**config.mk**
```make
export PLATFORM = sky130hd
export DESIGN_NAME = de_pipe_regs
export DESIGN_NICKNAME = d
export VERILOG_FILES = /design/src/rtl/de_pipe_regs.sv
export SDC_FILE = /design/constraint.sdc
export NUM_CORES = 1
export LEC_CHECK = 0
export BUFFER_PORTS_ARGS = -buffer_cell sky130_fd_sc_hd__buf_2
export CORE_AREA = 2 2 206 208
export DETAILED_ROUTE_END_ITERATION = 7
export DIE_AREA = 0 0 208 210
export MAX_ROUTING_LAYER = met4
export PLACE_DENSITY_LB_ADDON = 0.12
export SLEW_MARGIN = 40
export SYNTH_ARGS = -nofsm -noshare
export SYNTH_HDL_FRONTEND = slang
export SYNTH_SLANG_ARGS = --single-unit
```
**constraint.sdc**
```tcl
create_clock -name clk -period 5.7 [get_ports clk]
set_clock_uncertainty 0.1 [all_clocks]
set_input_delay 0.57 -clock clk [delete_from_list [all_inputs] [get_ports clk]]
set_output_delay 0.57 -clock clk [all_outputs]
set_load 0.01 [all_outputs]
```
**src/rtl/de_pipe_regs.sv**
```systemverilog
// -----------------------------------------------------------------------------
// de_pipe_regs
//
// Consumer side of the pipeline hazard interface for the 5-stage MIPS core.
// Applies the hazard unit's stall request and D-stage forward selects to the
// IF/ID and ID/EX pipeline registers:
//   - PC hold enable (pc_en = ~delay)
//   - D-stage rs/rt operand forwarding mux
//   - IF/ID hold and bubble injection into ID/EX while stalled
//   - two-state stall tracker driving the registered 'stalled' flag
//
// Optional build macro: DE_STALL_STAT_EN
//   When defined, adds stall statistics outputs stall_cnt, max_run, watchdog.
//
// Ports:
//   clk         in   rising-edge clock
//   reset       in   asynchronous, active-high reset
//   delay       in   stall request from hazard unit
//   ir_f, pc_f  in   fetched instruction and its PC
//   rf_rs/rf_rt in   register-file reads for ir_d
//   ForwardRSD  in   rs select: 0 rf, 1 wd_w, 2 pc_m+8, 3 alu_m, 4 pc_e_fwd+8
//   ForwardRTD  in   rt select, same encoding (5-7 fall back to rf)
//   wd_w        in   W-stage writeback data
//   alu_m       in   M-stage ALU result
//   pc_m        in   M-stage PC
//   pc_e_fwd    in   E-stage PC
//   pc_en       out  PC register write enable
//   ir_d, pc_d  out  IF/ID instruction and PC
//   rs_d_val    out  forwarded rs operand (D stage, combinational)
//   rt_d_val    out  forwarded rt operand (D stage, combinational)
//   ir_e, pc_e  out  ID/EX instruction and PC
//   rs_e_val    out  ID/EX registered rs operand
//   rt_e_val    out  ID/EX registered rt operand
//   stalled     out  ID/EX currently holds an injected bubble
//   stall_cnt   out  (DE_STALL_STAT_EN) total stalled edges, wrapping
//   max_run     out  (DE_STALL_STAT_EN) longest stall run, saturating
//   watchdog    out  (DE_STALL_STAT_EN) sticky: a run reached 16 cycles
// -----------------------------------------------------------------------------
module de_pipe_regs #(
   parameter logic [31:0] RESET_PC = 32'h0000_3000,
   parameter logic [31:0] NOP_IR   = 32'h0000_0000
) (
   input  logic        clk,
   input  logic        reset,
   input  logic        delay,
   input  logic [31:0] ir_f,
   input  logic [31:0] pc_f,
   input  logic [31:0] rf_rs,
   input  logic [31:0] rf_rt,
   input  logic [2:0]  ForwardRSD,
   input  logic [2:0]  ForwardRTD,
   input  logic [31:0] wd_w,
   input  logic [31:0] alu_m,
   input  logic [31:0] pc_m,
   input  logic [31:0] pc_e_fwd,
   output logic        pc_en,
   output logic [31:0] ir_d,
   output logic [31:0] pc_d,
   output logic [31:0] rs_d_val,
   output logic [31:0] rt_d_val,
   output logic [31:0] ir_e,
   output logic [31:0] pc_e,
   output logic [31:0] rs_e_val,
   output logic [31:0] rt_e_val,
   output logic        stalled
`ifdef DE_STALL_STAT_EN
   ,
   output logic [31:0] stall_cnt,
   output logic [15:0] max_run,
   output logic        watchdog
`endif
);

   typedef enum logic {
      RUN    = 1'b0,
      BUBBLE = 1'b1
   } state_t;

   state_t state;

   // Link-address sources (jal/jalr results still in flight) are PC + 8.
   logic [31:0] pc_m_link;
   logic [31:0] pc_e_link;

   assign pc_m_link = pc_m + 32'd8;
   assign pc_e_link = pc_e_fwd + 32'd8;

   assign pc_en = ~delay;

   // D-stage forwarding mux; unused codes fall back to the register file.
   always_comb begin
      rs_d_val = rf_rs;
      case (ForwardRSD)
         3'd1:    rs_d_val = wd_w;
         3'd2:    rs_d_val = pc_m_link;
         3'd3:    rs_d_val = alu_m;
         3'd4:    rs_d_val = pc_e_link;
         default: rs_d_val = rf_rs;
      endcase
   end

   always_comb begin
      rt_d_val = rf_rt;
      case (ForwardRTD)
         3'd1:    rt_d_val = wd_w;
         3'd2:    rt_d_val = pc_m_link;
         3'd3:    rt_d_val = alu_m;
         3'd4:    rt_d_val = pc_e_link;
         default: rt_d_val = rf_rt;
      endcase
   end

   // IF/ID register: holds while a stall is requested.
   always_ff @(posedge clk or posedge reset) begin
      if (reset) begin
         ir_d <= NOP_IR;
         pc_d <= RESET_PC;
      end else if (!delay) begin
         ir_d <= ir_f;
         pc_d <= pc_f;
      end
   end

   // ID/EX register: a stall injects a bubble but keeps the held
   // instruction's PC so the bubble is traceable to it.
   always_ff @(posedge clk or posedge reset) begin
      if (reset) begin
         ir_e     <= NOP_IR;
         pc_e     <= RESET_PC;
         rs_e_val <= '0;
         rt_e_val <= '0;
      end else begin
         pc_e <= pc_d;
         if (delay) begin
            ir_e     <= NOP_IR;
            rs_e_val <= '0;
            rt_e_val <= '0;
         end else begin
            ir_e     <= ir_d;
            rs_e_val <= rs_d_val;
            rt_e_val <= rt_d_val;
         end
      end
   end

   // Stall tracker: stalled mirrors the next state so it is aligned with
   // the bubble entering ID/EX on the same edge.
   always_ff @(posedge clk or posedge reset) begin
      if (reset) begin
         state   <= RUN;
         stalled <= 1'b0;
      end else begin
         case (state)
            RUN: begin
               if (delay) begin
                  state   <= BUBBLE;
                  stalled <= 1'b1;
               end else begin
                  state   <= RUN;
                  stalled <= 1'b0;
               end
            end
            BUBBLE: begin
               if (delay) begin
                  state   <= BUBBLE;
                  stalled <= 1'b1;
               end else begin
                  state   <= RUN;
                  stalled <= 1'b0;
               end
            end
            default: begin
               state   <= RUN;
               stalled <= 1'b0;
            end
         endcase
      end
   end

`ifdef DE_STALL_STAT_EN
   logic [15:0] cur_run;
   logic [15:0] run_nxt;

   // Run length including the current edge, saturating at all-ones.
   assign run_nxt = (cur_run == '1) ? cur_run : cur_run + 16'd1;

   always_ff @(posedge clk or posedge reset) begin
      if (reset) begin
         stall_cnt <= '0;
         cur_run   <= '0;
         max_run   <= '0;
         watchdog  <= 1'b0;
      end else if (delay) begin
         stall_cnt <= stall_cnt + 32'd1;
         cur_run   <= run_nxt;
         if (run_nxt > max_run)
            max_run <= run_nxt;
         if (run_nxt >= 16'd16)
            watchdog <= 1'b1;
      end else begin
         cur_run <= '0;
      end
   end
`endif

endmodule

```
* Yosys cells after proc, flatten, opt, wreduce, memory -nomap -nowiden
Cells that the tools add are included.
** Word-level totals
- Bits in latches :: 0
- Memories :: 0
- Output and inout port bits :: 258
- Input port bits :: 265
- Bits in writable memories :: 0
- Register bits :: 193
- ROM bits :: 0
- Word-level logic and storage cells :: 24
** Operators by class
- Mux-type cells :: 6
- Divide/modulo/power cells :: 0
- $add $sub $neg :: 2
- Magnitude comparators :: 0
- Shift operators :: 0
- Equality and inequality tests :: 8
- Reduce and logical (&&, ||, !) cells :: 0
- Multiply operators :: 0
- Bitwise logic cells :: 1
** Operator list (count)
- 32-bit one-hot mux with 4 select lines :: 2
- 32-bit 2-to-1 mux :: 3
- 32-bit by 4-bit adder with 32-bit output, second input constant :: 2
- 3-bit by 2-bit equality test with 1-bit output, second input constant :: 4
- 3-bit by 1-bit equality test with 1-bit output, second input constant :: 2
- 3-bit equality test, second input constant :: 2
- 1-bit 2-to-1 mux :: 1
- 1-bit inverter :: 1

* Logic depth before layout (Yosys ltp)
- Depth after elaboration :: 3
- Gate-level depth with buffers :: 8
- Gate-level depth less buffers :: 6

* Worst setup path before layout
No wires, ideal clock.
- Kind :: input -> output
- From :: input pc_e_fwd[3]
- To :: output rt_d_val[21]
- Buffers on the path :: 0
- Cell stages on the path :: 6
- Arrival time :: 2154 ps
- Path slack :: 2876 ps
- Required time :: 5030 ps
- Cell sequence :: ha_1 > nand4_4 > or3_4 > or4_1 > and3_1 > o21ai_0
** Between the ends
- Longest elaborated chain between the ends :: 2
** RTL lines
- start: declaration :: line 55 : input logic [31:0] pc_e_fwd,
- 32-bit by 4-bit adder with 32-bit output :: line 86 : assign pc_e_link = pc_e_fwd + 32'd8;
- 32-bit one-hot mux with 4 select lines :: line 104 : case (ForwardRTD)
- end: declaration :: line 60 : output logic [31:0] rt_d_val,
Every way passes these cells.

* Worst setup path after layout
- From :: input pc_m[3]
- To :: output rs_d_val[19]
** Between the ends
- Longest elaborated chain between the ends :: 2
** RTL lines
- start: declaration :: line 54 : input logic [31:0] pc_m,
- 32-bit by 4-bit adder with 32-bit output :: line 85 : assign pc_m_link = pc_m + 32'd8;
- 32-bit one-hot mux with 4 select lines :: line 93 : case (ForwardRSD)
- end: declaration :: line 59 : output logic [31:0] rs_d_val,
Every way passes these cells.

==> qor.yml <==
clocking:
  cts_num_sinks: 193
  root_buffer: "clkbuf_16"
  hold_buffers: 0
  cts_tree: "built"
  clk_path_buf_depth: 2
  ctsResizeCount: 0
  clk-insertion-delay-late_ns: 0.49
  htree_levels: 4
  cts_inserted_buffers: 17
  path_clk_slew_ns: 0.07
  postCtsSetupRepairBufs: 0
setup_path:
  cp_slowest_cell: "o21ai_0"
  crit_path_start_kind: "input port"
  cpMostUsedCell: "buf_2"
  crit_type: "in2out"
  critPathMaxFanout: 10
  slowest_delay_ns: 0.64
  cp.arrival_ns: 3.13
  path_cells: "buf_2 -> ha_1 -> nand3_1 -> nor4_2 -> nand2_1 -> xor2_1 -> o21ai_0 -> buf_2"
  crit_required_ns: 5.03
  endpoint_kind: "output port"
pwr:
  p_leak_uw: 0.00682
  power_density_nw_per_um2: 253
  p_sw_share_pct: 34.0
  p_sw_uw: 1270
  irDropWorstVdd_mv: 0.213
  p_int_uw: 2470
  power_frac_seq_pct: 41.2
  combPwrFrac_pct: 25.5
  p_clk_share_pct: 33.2
drt:
  first_iter_violations: 965
  finalWirelength_um: 55900
  antenna_left: 0
  drt_first_pass_iters: 8
  vias: 11514
  drc: 0
  vias_per_cell: 5.29
  wl_per_cell_um: 25.7
yosys:
  synth.distinct_cells: 77
  synth_flop_cell: "dfrtp_1"
  synth.top_cell.area_share_pct: 43.1
  syn-num-nets: 1387
  ys_seq_area_share_pct: 44.0
  synth_area_per_cell_um2: 9.81
  yosys_register_bits: 193
  synthCells: 1120
  netlist_area_um2: 11000
  synth_most_common_cell: "dfrtp_1"
  synth_area_leaders: "dfrtp_1, mux2_2, o21ai_0"
  ys_top_cells_by_count: "dfrtp_1, mux2_2, nand2_1, o21ai_0, nor2_1"
  ys_async_sr_fraction_pct: 100
  synth_edf_count: 0
  synth_warnings: 0
  synth_top_area_cell: "dfrtp_1"
sta:
  fin_crit_ns: 3.80
  hold_viol: 0
  setup_viol: 0
  slew_violations: 0
  tns_ns: 0
  fin_crit_sh_pct: 66.7
  rsz0062_at_grt: "no"
  fmax_mhz: 263
  hold_slack_ns: 0.0443
  tightestPinTransition_ns: 0.859
  relSlewSlack_pct: 42.5
placed_design:
  hpwl_um: 43900
  gp_congestion: 0.929
  io_buffers: 522
global_routing:
  grt_max_degree: 146
  antenna_found_initial: 28
  grt_pass1_wl_um: 79000
  track_usage_pct: 25.9
  grt_pass1_vias: 11124
  grt_remaining_overflow: 0
finish:
  nets: 1868
  drive_above_1_share_pct: 42.9
  n_fill_cell: 4336
  syn_to_final_growth_pct: 34.4
floorplan:
  die_w_um: 208
  die_h_um: 210
  initial_core_util_pct: 26.5
  fp-row-count: 75
  ios: 523
  die-area_um2: 43700
  core_area_um2: 41500
run:
  drv_cap: 0
hold_path:
  hp-class: "in2async"
outcome:
  outcome: "finished clean"
[area by class of cell]
type                    instances  area, um^2  area share (%)
diodes                         25        62.6           0.424
clock inverters                13         139           0.941
inverters                      20        78.8           0.534
flip-flops and latches        193        4830            32.7
well taps                     539         674            4.57
multi-input cells             827        5740            38.9
repair buffers                542        2800            19.0
clock buffers                  18         439            2.97
[layout by cell type, fill, tap and decap left out, types with 17 or more instances in the layout]
cell / Yosys / routed
nand4_1: 21 / 21
diode_2: 0 / 25
buf_2: 15 / 520
clkbuf_16: 0 / 17
o22ai_1: 23 / 23
nand3_1: 33 / 33
nand2b_1: 22 / 22
a22o_1: 19 / 19
nand2_1: 69 / 69
buf_4: 2 / 20
mux2i_1: 17 / 17
nor3_1: 22 / 22
o21ai_0: 69 / 69
a21oi_1: 43 / 43
nor2b_1: 42 / 42
mux2_2: 86 / 86
inv_1: 18 / 17
nor2_1: 68 / 66
dfrtp_1: 189 / 189
and2_1: 30 / 30
[per-layer routing]
| layer | up-vias | global-route usage (%) | wire length (um) |
|---|---|---|---|
| met5 | - | - | 0 |
| met3 | 70 | 7.33 | 4710 |
| li1 | 5213 | - | - |
| met4 | 0 | 10.7 | 1550 |
| met2 | 566 | 42.5 | 27700 |
| met1 | 5665 | 29.8 | 21900 |
[path summary, 6_finish.rpt]
check                          from            to  slack (ns)  cells past startpoint
min in group clk            ir_f[2]       ir_d[2]        0.20                      2
hold / removal                reset      pc_d[23]        0.04                      3
max in group asynchronous     reset  rt_e_val[31]        4.67                      4
setup / recovery            pc_m[3]  rs_d_val[19]        1.90                      8
hold reg to reg            pc_d[13]      pc_e[13]        0.27                      0
setup reg to reg           pc_d[24]      pc_d[24]        4.79                      1
[power groups by stage]
stage                     sequential, uW  combinational, uW  clock (uW)
after floorplan                     1630                397           0
after global placement              1570                953           0
after detailed placement            1570                954           0
after CTS                           1540                958        1300
after global routing                1560               1030        1350
final                               1540                954        1240
[sequential cells by signal, indices dropped and copies added, names as in the netlist]
name and count:
ir_d 32, ir_e 32, pc_d 32, pc_e 32, rs_e_val 32, rt_e_val 32, state 1
[through the flow]
step	setup slack, ns	power, uW	cell area, um^2	util, %	cells
after floorplan	2.54	2030	11000	-	1120
after global placement	1.87	2520	14100	34.0	2120
after detailed placement	1.83	2520	14100	34.0	2120
after CTS	1.83	3800	14700	35.4	2151
after global routing	1.80	3930	14800	35.6	2175
final	1.90	3740	14800	35.6	2177
[cells by family (layout without fill, tap and decap cells)]
kind of cell / Yosys count / after routing / synth area share [%]
buffers and inverters: 100 / 593 / 3.80
muxes: 103 / 103 / 10.4
adders and majority gates: 11 / 11 / 1.05
AOI/OAI and AO/OA: 307 / 307 / 19.6
other: 0 / 25 / 0
xor gates and xnor gates: 21 / 21 / 1.67
and+or+nand+nor: 385 / 385 / 19.5
DFF: 193 / 193 / 44.0
[critical path: cells and delay by family]
| kind | cells | cell delay (ns) |
|---|---|---|
| compound gates | 1 | 0.64 |
| simple gates | 3 | 1.08 |
| xor+xnor | 1 | 0.23 |
| buf+inv | 2 | 0.40 |
| fa+ha+maj | 1 | 0.19 |
Note: power is estimated with default switching activity, not from simulation.
